`src/rtl/inst_encoder_pkg.sv`:
```
// Shared types and helpers for the RISC-V instruction encoder.
package riscv_enc_pkg;

   localparam logic [6:0] OPC_OP_IMM = 7'b0010011;
   localparam logic [6:0] OPC_STORE  = 7'b0100011;
   localparam logic [6:0] OPC_BRANCH = 7'b1100011;

   typedef enum logic [1:0] {FMT_I, FMT_S, FMT_B, FMT_BAD} fmt_e;

   typedef enum logic [1:0] {IDLE, RUN, DRAIN, DONE} state_e;

   // Map an opcode onto the encoding format it needs.
   function automatic fmt_e fmtOf(input logic [6:0] opc);
      fmt_e f;
      case (opc)
         OPC_OP_IMM: f = FMT_I;
         OPC_STORE:  f = FMT_S;
         OPC_BRANCH: f = FMT_B;
         default:    f = FMT_BAD;
      endcase
      return f;
   endfunction

   // True when imm is representable as a 12-bit signed value.
   function automatic logic fitsImm12(input logic [31:0] imm);
      return (&imm[31:11]) || (~|imm[31:11]);
   endfunction

   // True when imm is an even 13-bit signed byte offset.
   function automatic logic fitsImmB(input logic [31:0] imm);
      return ((&imm[31:12]) || (~|imm[31:12])) && !imm[0];
   endfunction

endpackage

```
`src/rtl/inst_encoder_if.sv`:
```
// Field-bundle input stream and encoded-word output stream of the encoder.
interface inst_encoder_if #(
   parameter int ADDR_W = 10
);
   logic              in_valid;
   logic              in_ready;
   logic [6:0]        in_opcode;
   logic [2:0]        in_funct3;
   logic [4:0]        in_rd;
   logic [4:0]        in_rs1;
   logic [4:0]        in_rs2;
   logic [31:0]       in_imm;
   logic              in_last;
   logic              out_valid;
   logic              out_ready;
   logic [31:0]       out_inst;
   logic [ADDR_W-1:0] out_addr;

   // Encoder side: consumes bundles, produces words.
   modport slave (
      input  in_valid, in_opcode, in_funct3, in_rd, in_rs1, in_rs2, in_imm, in_last,
      output in_ready,
      output out_valid, out_inst, out_addr,
      input  out_ready
   );

   // Environment side: produces bundles, consumes words.
   modport master (
      output in_valid, in_opcode, in_funct3, in_rd, in_rs1, in_rs2, in_imm, in_last,
      input  in_ready,
      input  out_valid, out_inst, out_addr,
      output out_ready
   );
endinterface

```
`src/rtl/inst_encoder_pack.sv`:
```
// Combinational packer: turns one field bundle into an instruction word
// and reports whether the opcode and immediate can be encoded.
module inst_pack
   import riscv_enc_pkg::*;
(
   input  logic [6:0]  i_opcode,
   input  logic [2:0]  i_funct3,
   input  logic [4:0]  i_rd,
   input  logic [4:0]  i_rs1,
   input  logic [4:0]  i_rs2,
   input  logic [31:0] i_imm,
   output logic [31:0] o_inst,
   output logic        o_legal
);

   fmt_e w_fmt;

   // Select the bit layout by format and check the immediate range.
   always_comb begin
      w_fmt   = fmtOf(i_opcode);
      o_inst  = '0;
      o_legal = 1'b0;
      case (w_fmt)
         FMT_I: begin
            o_inst  = {i_imm[11:0], i_rs1, i_funct3, i_rd, i_opcode};
            o_legal = fitsImm12(i_imm);
         end
         FMT_S: begin
            o_inst  = {i_imm[11:5], i_rs2, i_rs1, i_funct3, i_imm[4:0], i_opcode};
            o_legal = fitsImm12(i_imm);
         end
         FMT_B: begin
            o_inst  = {i_imm[12], i_imm[10:5], i_rs2, i_rs1, i_funct3,
                       i_imm[4:1], i_imm[11], i_opcode};
            o_legal = fitsImmB(i_imm);
         end
         default: begin
            o_inst  = '0;
            o_legal = 1'b0;
         end
      endcase
   end

endmodule

```
`src/rtl/inst_encoder.sv`:
```
// Streaming instruction encoder: run control, one-deep output register,
// write-address counter and saturating rejected-bundle counter.
module inst_encoder
   import riscv_enc_pkg::*;
#(
   parameter int ADDR_W = 10,
   parameter int ERR_W  = 8
) (
   input  logic              clk,
   input  logic              rst_n,
   input  logic              start,
   input  logic [ADDR_W-1:0] base_addr,
   inst_encoder_if.slave     bus,
   output logic              busy,
   output logic              done,
   output logic              err,
   output logic [ERR_W-1:0]  err_cnt
);

   state_e            r_state;
   logic              r_busy;
   logic              r_done;
   logic              r_err;
   logic [ERR_W-1:0]  r_errCnt;
   logic              r_outValid;
   logic [31:0]       r_outInst;
   logic [ADDR_W-1:0] r_addr;

   logic [31:0]       w_inst;
   logic              w_legal;
   logic              w_inFire;
   logic              w_outFire;
   logic              w_inReady;

   inst_pack u_pack (
      .i_opcode (bus.in_opcode),
      .i_funct3 (bus.in_funct3),
      .i_rd     (bus.in_rd),
      .i_rs1    (bus.in_rs1),
      .i_rs2    (bus.in_rs2),
      .i_imm    (bus.in_imm),
      .o_inst   (w_inst),
      .o_legal  (w_legal)
   );

   // A bundle can enter whenever the output register is empty or being emptied this cycle.
   assign w_inReady = (r_state == RUN) && (!r_outValid || bus.out_ready);
   assign w_inFire  = bus.in_valid && w_inReady;
   assign w_outFire = r_outValid && bus.out_ready;

   assign bus.in_ready  = w_inReady;
   assign bus.out_valid = r_outValid;
   assign bus.out_inst  = r_outInst;
   assign bus.out_addr  = r_addr;
   assign busy          = r_busy;
   assign done          = r_done;
   assign err           = r_err;
   assign err_cnt       = r_errCnt;

   // Run FSM together with the output word, address and error bookkeeping.
   // An illegal last bundle can only be accepted when the output register ends
   // up empty, so it goes straight to DONE; a legal last drains its word first.
   always_ff @(posedge clk or negedge rst_n) begin
      if (!rst_n) begin
         r_state    <= IDLE;
         r_busy     <= 1'b0;
         r_done     <= 1'b0;
         r_err      <= 1'b0;
         r_errCnt   <= '0;
         r_outValid <= 1'b0;
         r_outInst  <= '0;
         r_addr     <= '0;
      end else begin
         r_done <= 1'b0;
         case (r_state)
            IDLE: begin
               if (start) begin
                  r_state  <= RUN;
                  r_busy   <= 1'b1;
                  r_addr   <= base_addr;
                  r_err    <= 1'b0;
                  r_errCnt <= '0;
               end
            end
            RUN: begin
               if (w_outFire) begin
                  r_outValid <= 1'b0;
                  r_addr     <= r_addr + ADDR_W'(4);
               end
               if (w_inFire) begin
                  if (w_legal) begin
                     r_outValid <= 1'b1;
                     r_outInst  <= w_inst;
                  end else begin
                     r_err <= 1'b1;
                     if (r_errCnt != '1) begin
                        r_errCnt <= r_errCnt + ERR_W'(1);
                     end
                  end
                  if (bus.in_last) begin
                     if (!w_legal) begin
                        r_state <= DONE;
                        r_done  <= 1'b1;
                     end else begin
                        r_state <= DRAIN;
                     end
                  end
               end
            end
            DRAIN: begin
               if (w_outFire) begin
                  r_outValid <= 1'b0;
                  r_addr     <= r_addr + ADDR_W'(4);
               end
               if (!r_outValid || w_outFire) begin
                  r_state <= DONE;
                  r_done  <= 1'b1;
               end
            end
            DONE: begin
               r_state <= IDLE;
               r_busy  <= 1'b0;
            end
            default: begin
               r_state <= IDLE;
               r_busy  <= 1'b0;
            end
         endcase
      end
   end

endmodule
```
`src/flat_wrapper.sv`:
```
// flat-port wrapper written by rule: the top's interface ports become plain ports
module inst_encoder_flat import riscv_enc_pkg::*;
#(
   parameter int ADDR_W = 10,
   parameter int ERR_W  = 8
)
  (clk, rst_n, start, base_addr, busy, done, err, err_cnt, bus_in_valid, bus_in_opcode, bus_in_funct3, bus_in_rd, bus_in_rs1, bus_in_rs2, bus_in_imm, bus_in_last, bus_in_ready, bus_out_valid, bus_out_inst, bus_out_addr, bus_out_ready);
  inst_encoder_if #(.ADDR_W(ADDR_W)) bus_i ();
  input  logic clk;
  input  logic rst_n;
  input  logic start;
  input  logic [ADDR_W-1:0] base_addr;
  output logic busy;
  output logic done;
  output logic err;
  output logic [ERR_W-1:0] err_cnt;
  input wire logic [$bits(bus_i.in_valid)-1:0] bus_in_valid;
  input wire logic [$bits(bus_i.in_opcode)-1:0] bus_in_opcode;
  input wire logic [$bits(bus_i.in_funct3)-1:0] bus_in_funct3;
  input wire logic [$bits(bus_i.in_rd)-1:0] bus_in_rd;
  input wire logic [$bits(bus_i.in_rs1)-1:0] bus_in_rs1;
  input wire logic [$bits(bus_i.in_rs2)-1:0] bus_in_rs2;
  input wire logic [$bits(bus_i.in_imm)-1:0] bus_in_imm;
  input wire logic [$bits(bus_i.in_last)-1:0] bus_in_last;
  output wire logic [$bits(bus_i.in_ready)-1:0] bus_in_ready;
  output wire logic [$bits(bus_i.out_valid)-1:0] bus_out_valid;
  output wire logic [$bits(bus_i.out_inst)-1:0] bus_out_inst;
  output wire logic [$bits(bus_i.out_addr)-1:0] bus_out_addr;
  input wire logic [$bits(bus_i.out_ready)-1:0] bus_out_ready;
  assign bus_i.in_valid = bus_in_valid;
  assign bus_i.in_opcode = bus_in_opcode;
  assign bus_i.in_funct3 = bus_in_funct3;
  assign bus_i.in_rd = bus_in_rd;
  assign bus_i.in_rs1 = bus_in_rs1;
  assign bus_i.in_rs2 = bus_in_rs2;
  assign bus_i.in_imm = bus_in_imm;
  assign bus_i.in_last = bus_in_last;
  assign bus_in_ready = bus_i.in_ready;
  assign bus_out_valid = bus_i.out_valid;
  assign bus_out_inst = bus_i.out_inst;
  assign bus_out_addr = bus_i.out_addr;
  assign bus_i.out_ready = bus_out_ready;
  inst_encoder #(.ADDR_W(ADDR_W), .ERR_W(ERR_W)) u_core (.clk(clk), .rst_n(rst_n), .start(start), .base_addr(base_addr), .bus(bus_i), .busy(busy), .done(done), .err(err), .err_cnt(err_cnt));
endmodule
```
`config.mk`:
```
export PLATFORM = sky130hd
export DESIGN_NAME = inst_encoder_flat
export DESIGN_NICKNAME = d
export VERILOG_FILES = /design/src/rtl/inst_encoder_pkg.sv /design/src/rtl/inst_encoder_if.sv /design/src/rtl/inst_encoder_pack.sv /design/src/rtl/inst_encoder.sv /design/src/flat_wrapper.sv
export SDC_FILE = /design/constraint.sdc
export NUM_CORES = 1
export LEC_CHECK = 0
export ABC_AREA = 1
export CAP_MARGIN = 25
export CORE_MARGIN = 2
export CORE_UTILIZATION = 43
export CTS_CLUSTER_SIZE = 14
export DETAILED_ROUTE_END_ITERATION = 8
export GPL_ROUTABILITY_DRIVEN = 0
export HOLD_SLACK_MARGIN = 0.12
export PLACE_DENSITY_LB_ADDON = 0.12
export RECOVER_POWER = 50
export SLEW_MARGIN = 25
export SYNTH_ARGS = -nofsm -noshare
export SYNTH_HDL_FRONTEND = slang
export SYNTH_SLANG_ARGS = --single-unit
```
`constraint.sdc`:
```
create_clock -name clk -period 2.5 [get_ports clk]
set_input_delay 0.5 -clock clk [delete_from_list [all_inputs] [get_ports clk]]
set_output_delay 0.5 -clock clk [all_outputs]
set_load 0.005 [all_outputs]
```
# Word level (Yosys, flattened, before mapping)

Index checks and enable logic that the tools add are counted.

Reduce and logical (&&, ||, !) cells: 30
Equal/unequal tests: 16
Add/sub/neg operators: 2
Muxes and demuxes: 32

Operator list:

| cell                                          | count |
|---|---|
| one-hot mux 32 bit (3 select lines)           | 1 |
| 2-to-1 mux 8 bit                              | 4 |
| AND reduction 21 bit                          | 1 |
| OR reduction 21 bit                           | 1 |
| 2-to-1 mux 10 bit                             | 2 |
| one-hot mux 10 bit (2 select lines)           | 1 |
| AND reduction 20 bit                          | 1 |
| OR reduction 20 bit                           | 1 |
| one-hot mux 8 bit (2 select lines)            | 1 |
| 2-to-1 mux 1 bit                              | 12 |
| adder 10 x 3 -> 10 bit, second input constant | 1 |
| one-hot mux 1 bit (2 select lines)            | 5 |
| adder 8 x 1 -> 8 bit, second input constant   | 1 |
| 2-to-1 mux 2 bit                              | 4 |
| != test 2 bit, second input constant          | 4 |
| != test 8 bit, second input constant          | 1 |
| one-hot mux 2 bit (4 select lines)            | 1 |
| AND reduction 4 bit                           | 2 |
| nonzero test 2 bit                            | 4 |
| == test 7 x 5 -> 1 bit, second input constant | 1 |
| == test 7 x 6 -> 1 bit, second input constant | 1 |
| == test 7 bit, second input constant          | 1 |
| == test 2 bit, second input constant          | 3 |
| != test 2 x 1 -> 1 bit, second input constant | 3 |
| 10 further kinds                              | 23 |

Register bits after elaboration: 56
Output and inout port bits: 55
Input bits: 73

# Longest topological paths before layout

Gate-level depths: netlist (run 1).

Depth after elaboration: 9
Mapped depth: 13
Depth with buffers taken out: 12

# Modules after synthesis

From an unflattened synthesis (run 1), not the netlist that was laid out.

Cell total of the unflattened synthesis: 499
Area total of the unflattened synthesis: 3649.8 um2

Modules (own cells, without submodules):

| module       | instances | cells an instance | sequential area each (um2) | area an instance (um2) |
|---|---|---|---|---|
| inst_encoder | 1         | 352               | 1401.3                     | 2892.8 |
| inst_pack    | 1         | 147               | 0.0                        | 757.0 |

# Worst setup path before layout (run 1)

OpenSTA, ideal clock, no wires.

Path kind: reg-to-reg
From: reg u_core.r_state[0]
To: reg u_core.r_addr[6] (netlist: u_core.bus.out_addr[6])
Cell stages (with the launch flop): 10
Library setup time: 0.119 ns
Data required time: 2.381 ns
Arrival: 1.740 ns
Slack: 0.641 ns
Period minus slack after synthesis: 1.859 ns
Path through: dfrtp_1 inv_1 ha_1 inv_1 a21oi_1 nor2_1 inv_1 a21oi_1 o21ai_0 o21a_1

Cells in the longest elaborated chain, start to end: 4

Ends and longest elaborated chain:

| element                                                                       | RTL line            | source |
|---|---|---|
| start, declared                                                               | inst_encoder.sv:20  | `state_e r_state;` |
| start signal, assigned                                                        | inst_encoder.sv:65  | `r_state <= IDLE;` |
| start signal, assigned                                                        | inst_encoder.sv:78  | `r_state <= RUN;` |
| start signal, assigned                                                        | inst_encoder.sv:102 | `r_state <= DONE;` |
| == test 2 bit or == test 2 x 1 -> 1 bit (tied branches)                       | inst_encoder.sv:75  | `case (r_state)` |
| OR reduction 2 bit (no source line)                                           | n/a                 |  |
| != test 2 x 1 -> 1 bit (no source line) or nonzero test 2 bit (tied branches) | n/a                 |  |
| AND reduction 3 bit (no source line)                                          | n/a                 |  |
| end signal, assigned                                                          | inst_encoder.sv:80  | `r_addr <= base_addr;` |
| end signal, assigned                                                          | inst_encoder.sv:88  | `r_addr <= r_addr + ADDR_W'(4);` |
| end signal, assigned                                                          | inst_encoder.sv:113 | `r_addr <= r_addr + ADDR_W'(4);` |
| end, declared                                                                 | inst_encoder.sv:27  | `logic [ADDR_W-1:0] r_addr;` |

Parallel ways exist; a longest one is shown, timed or not.
A chain may end at the register's enable or synchronous reset.

# Worst setup path after layout (run 1)

From: reg u_core.r_state[1]
To: out bus_in_ready

Cells in the longest elaborated chain, start to end: 2

Ends and longest elaborated chain:

| element                | RTL line           | source |
|---|---|---|
| == test 2 x 1 -> 1 bit | inst_encoder.sv:47 | `assign w_inReady = (r_state == RUN) && (!r_outValid \|\| bus.out_ready);` |
| logical AND 1 bit      | inst_encoder.sv:47 |  |
| end, declared          | flat_wrapper.sv:25 | `output wire logic [$bits(bus_i.in_ready)-1:0] bus_in_ready;` |

No other way between the ends.

==> results of run 1 <==
[cells in the mapped netlist (all sizes together)]
cell	count
o21a	2
ha	6
nor3	3
or2	2
nor2	53
o221ai	1
a31oi	1
mux2i	1
mux2	2
o311ai	1
buf	5
nand4	2
and2	1
dfrtp	56
o21ai	29
nand3b	1
inv	41
clkinv	1
xor2	1
nand2	174
a21oi	21
a2bb2oi	1
nand3	28
clkbuf	2
[through the flow]
| stage | hold WS (ns) | utilization [%] | power (mW) | setup WS [ns] | instances |
|---|---|---|---|---|---|
| after floorplan | 0.204 | - | 2.07 | 0.641 | 435 |
| after global placement | 0.457 | 63.7 | 2.74 | 0.183 | 663 |
| after detailed placement | 0.455 | 63.7 | 2.79 | 0.108 | 663 |
| after CTS | 0.155 | 65.0 | 3.36 | 0.195 | 669 |
| after global routing | 0.477 | 64.8 | 3.60 | 0.111 | 669 |
| final | 0.362 | 64.8 | 3.32 | 0.212 | 669 |
[flip-flops by register name, indices dropped and copies added (netlist names)]
signal and cells:
u_core.bus.out_inst 32, u_core.bus.out_addr 10, u_core.err_cnt 8, u_core.r_state 2, u_core.bus.out_valid 1, u_core.busy 1
u_core.done 1, u_core.err 1
[routing by layer]
layer,part of all wire [%],track usage [%]
met1,46,27.7
met2,46,34.5
met3,6.0,4.62
met4,2.0,6.24
met5,0,0
[area by class of cell]
cell class	instances	area share (%)
Multi-Input combinational cell	330	33.0
Sequential cell	56	30.1
Timing Repair Buffer	136	28.6
Inverter	42	3.47
Tap cell	99	2.66
Clock buffer	5	1.48
Clock inverter	1	0.646
[report_power, final]
part	internal [mW]	total (mW)	switching, mW
sequential	1.05	1.18	0.131
clock	0.288	0.565	0.277
combinational	0.719	1.57	0.853
[kinds of logic (layout without fill, tap and decap cells)]
group	count (synthesis)	after routing	synth area share, %
fa+ha+maj	6	6	2.39
flops	56	56	44.7
simple gates	264	264	35.5
buf+inv	49	184	6.38
compound gates	56	56	9.73
xor+xnor	1	1	0.279
mux	3	3	1.04
[final timing paths]
check                      slack (ns)              startpoint                      end  depth (start not counted)
max in group asynchronous        0.71                   rst_n  u_core.bus.out_inst[27]                          2
min in group clk                 0.47  u_core.bus.out_inst[0]   u_core.bus.out_inst[0]                          1
max reg2reg                      0.54       u_core.r_state[1]  u_core.bus.out_inst[12]                         10
min reg2reg                      0.47  u_core.bus.out_inst[0]   u_core.bus.out_inst[0]                          1
min                              0.36                   rst_n  u_core.bus.out_inst[19]                          1
max                              0.21       u_core.r_state[1]             bus_in_ready                          5
[critical path: stages (launching register included)]
cell and delay [ns]:
dfrtp_1 0.43, inv_1 0.09, ha_1 0.16, inv_1 0.11, nor2_1 0.16, clkdlybuf4s50_1 0.53
==> flow_summary.json, run 1 <==
{
  "vdd_drop_max_mv": 0.593,
  "hp-class": "input port to asynchronous set/reset pin",
  "synthTopCellsByArea": "dfrtp_1 (45%), nand2_1 (20%), nor2_1 (5.9%)",
  "slew_viol_final": 0,
  "ios": 128,
  "grt_usage_pct": 20.9,
  "via_count": 3218,
  "die_y_um": 89.4,
  "die_x_um": 89.4,
  "outcome": "finished clean",
  "drc": 0,
  "die_area_sq_um": 7990,
  "clockBufferDepth": 2,
  "fin_crit_ns": 2.29,
  "synth.net_count": 514,
  "totalWireLength_um": 8040,
  "grt_pass1_vias": 2959,
  "cts_made_buffers": 5,
  "antenna_found_initial": 0,
  "ctsHoldBuffers": 0,
  "tightest_slew_ns": 1.09,
  "finalHoldViolCount": 0,
  "via_per_inst": 4.81,
  "multi_input_area_sq_um": 1540,
  "grt_remaining_overflow": 0,
  "netlist_area_sq_um": 3140,
  "final_nets": 650,
  "cts_tree": "done",
  "drt_iter0_markers": 74,
  "post-route-period-util_pct": 91.5,
  "rsz0062_at_grt": "false",
  "clock_latency_ns": 0.31,
  "post_cts_resized": 0,
  "yosys_warnings": 0,
  "synth_top_area_share_pct": 44.7,
  "clock-sinks": 56,
  "final_common_cell": "nand2_1",
  "post-cts-setup-buffer-count": 0,
  "htree_levels": 2,
  "power_density_nw_per_um2": 714,
  "core_area_sq_um": 7180,
  "fin_tns_setup_ns": 0,
  "grt_pass1_wl_um": 13200,
  "dr.pass1.iters": 4,
  "wl_per_cell_um": 12.0,
  "dpl.hpwl_um": 6280,
  "fin_area_sq_um": 4650,
  "synth_cells": 435,
  "fillers": 628,
  "cap_violations": 0,
  "postPlaceCellArea_sq_um": 4570,
  "start_util_pct": 43.7,
  "endpoint_kind": "primary output",
  "cp-start-kind": "flop",
  "yosysTopAreaCell": "dfrtp_1",
  "regArea_sq_um": 1400,
  "cts.clk_slew.worst_paths_ns": 0.10,
  "worstPathRequired_ns": 2.00,
  "drive_gt1_share_pct": 6.49,
  "synth_cell_type_count": 35,
  "syn2layout_area_growth_pct": 48.3,
  "leakage_nw": 2.32,
  "cts-root-buf": "clkbuf_8",
  "numPortBuffers": 127,
  "ys_seq_area_share_pct": 44.7,
  "skew_ns": 0.0137,
  "syn_avg_cell_area_sq_um": 7.21,
  "relSlewSlack_pct": 27.6,
  "synth_seq_cells": 56,
  "rows": 31,
  "cp_max_fo": 6,
  "antenna_cells": 0,
  "max_clock_freq_mhz": 437,
  "finalSetupViolCount": 0,
  "final_cell_mix": "nand2_1 (169), clkdlybuf4s50_1 (100), dfrtp_1 (56)",
  "grt_max_degree": 36,
  "crit_arrival_ns": 1.79,
  "critPathKind": "flop to primary output",
  "antenna_left": 0
}
(Power assumes the default switching activity.)
==> run 2: changes to the inputs <==
--- a/config.mk
+++ b/config.mk
@@ -17,2 +17,3 @@
 export RECOVER_POWER = 50
+export SKIP_LAST_GASP = 1
 export SLEW_MARGIN = 25
==> constraint.sdc (replaced) <==
create_clock -name clk -period 2.5 [get_ports clk]
set_input_delay 0.375 -clock clk [delete_from_list [all_inputs] [get_ports clk]]
set_output_delay 0.375 -clock clk [all_outputs]
set_load 0.005 [all_outputs]
==> run 2 against run 1 <==
Compared with the run above:
- clock power shrank 15%
- sequential power is essentially flat
- sequential cell count is the same
- critical path type unchanged
- maximum frequency grew 6.1%
- critical endpoint unchanged
- worst hold slack gained 0.12 ns
- final area shrank 0.51%
- die area is the same
- largest power group unchanged
- global-route usage shrank 0.26 points
- register-to-register slack lost 0.11 ns
==> flow_summary.json, run 2 (synthesis results as in run 1) <==
{
  "clockBufferDepth": 2,
  "cts-root-buf": "clkbuf_8",
  "grt_remaining_overflow": 0,
  "clock_latency_ns": 0.30,
  "crit_chain": "inv_1 -> ha_1 -> inv_1 -> nor2_1 -> clkdlybuf4s50_1",
  "ios": 128,
  "cp_max_fo": 6,
  "clock-sinks": 56,
  "leakage_nw": 2.31,
  "skew_ns": 0.00660,
  "grt_max_degree": 33,
  "via_per_inst": 4.76,
  "final_common_cell": "nand2_1",
  "endpoint_kind": "primary output",
  "die_area_sq_um": 7990,
  "cp-start-kind": "flop",
  "cts_made_buffers": 5,
  "tightest_slew_ns": 1.27,
  "cts.clk_slew.worst_paths_ns": 0.10,
  "cts_tree": "done",
  "numPortBuffers": 127,
  "largest_reg_flops": 32,
  "vdd_drop_max_mv": 0.631,
  "antenna_cells": 0,
  "grt_pass1_vias": 2983,
  "critPathSlowestCell": "clkdlybuf4s50_1",
  "core_area_sq_um": 7180,
  "fillers": 630,
  "start_util_pct": 43.7,
  "grt_pass1_wl_um": 13200,
  "grt_usage_pct": 20.7,
  "drt_iter0_markers": 104,
  "power_density_nw_per_um2": 687,
  "htree_levels": 2,
  "finalHoldViolCount": 0,
  "antenna_found_initial": 0,
  "worstPathRequired_ns": 2.12,
  "rsz0062_at_grt": "false",
  "post-route-worst-setup-slack_ns": 0.343,
  "outcome": "finished clean",
  "post-route-period-util_pct": 86.3,
  "antenna_left": 0,
  "fin_crit_ns": 2.16,
  "slowest_delay_ns": 0.52,
  "syn2layout_area_growth_pct": 47.5,
  "drive_gt1_share_pct": 5.96,
  "pre_cts_slack_ns": 0.241,
  "relSlewSlack_pct": 15.2,
  "hp-class": "flop to flop",
  "crit_arrival_ns": 1.78,
  "dpl.hpwl_um": 6320,
  "totalWireLength_um": 8050,
  "final_nets": 648,
  "fin_tns_setup_ns": 0,
  "critPathKind": "flop to primary output",
  "die_x_um": 89.4,
  "via_count": 3186,
  "final_cell_mix": "nand2_1 (169), clkdlybuf4s50_1 (100), dfrtp_1 (56)",
  "finalSetupViolCount": 0,
  "drc": 0,
  "worst_path_most_repeated_cell": "inv_1",
  "max_clock_freq_mhz": 464,
  "slew_viol_final": 0,
  "die_y_um": 89.4,
  "cap_violations": 0,
  "dr.pass1.iters": 4,
  "wl_per_cell_um": 12.0,
  "rows": 31
}
[run 2: path summary, 6_finish.rpt]
check | startpoint | end | slack (ns) | depth (start not counted)
hold / removal | u_core.bus.out_inst[7] | u_core.bus.out_inst[7] | 0.48 | 2
hold reg to reg | u_core.bus.out_inst[7] | u_core.bus.out_inst[7] | 0.48 | 2
min in group asynchronous | rst_n | u_core.bus.out_inst[10] | 0.86 | 2
setup reg to reg | u_core.r_state[1] | u_core.err_cnt[0] | 0.43 | 10
setup / recovery | u_core.r_state[1] | bus_in_ready | 0.34 | 5
max in group asynchronous | rst_n | u_core.busy | 0.42 | 3
[run 2: repair_timing]
item	CTS	global route
endpoints found under the hold margin	24	0
setup buffers	0	0
hold buffers	1	0
resized for setup	0	0
[run 2: through the flow]
step	hold slack [ns]	utilization (%)	cell area (sq um)	instances	power [mW]
after floorplan	0.0794	-	3140	435	2.07
after global placement	0.394	63.3	4550	660	2.70
after detailed placement	0.393	63.3	4550	660	2.73
after CTS	0.489	64.7	4640	669	3.22
after global routing	0.505	64.5	4630	669	3.46
final	0.478	64.5	4630	669	3.18
[run 2: report_power, final]
group,internal (mW),switching (mW)
clock,0.201,0.278
sequential,1.05,0.131
combinational,0.698,0.819
[run 2: final cells by class]
class                   count  area, sq um  area share, %
clock buffers               7         76.3           1.65
clock inverters             1         8.76          0.189
inverters                  42          161           3.49
multi-input cells         330         1540           33.2
flip-flops and latches     56         1400           30.3
well taps                  99          124           2.68
repair buffers            134         1320           28.5
[run 2: worst max-delay path: cells and delay by family, from the launching register on]
family                   cells  cell delay [ns]
buffers and inverters        3             0.73
flip-flops                   1             0.44
adder cells (fa/ha/maj)      1             0.16
AND/OR/NAND/NOR              1             0.15
[run 2: routing by layer]
metal / part of all wire, % / up-vias / track usage, %
met1: 45 / 1455 / 26.2
li1: - / 1640 / -
met3: 6.1 / 5 / 5.36
met5: 0 / - / 0
met4: 0.76 / 0 / 4.48
met2: 49 / 86 / 35.6
==> run 3: changes to the inputs <==
- CAP_MARGIN: 25 -> default
==> results of run 3 <==
Final layout, timing and power as in run 2 (identical DEF).
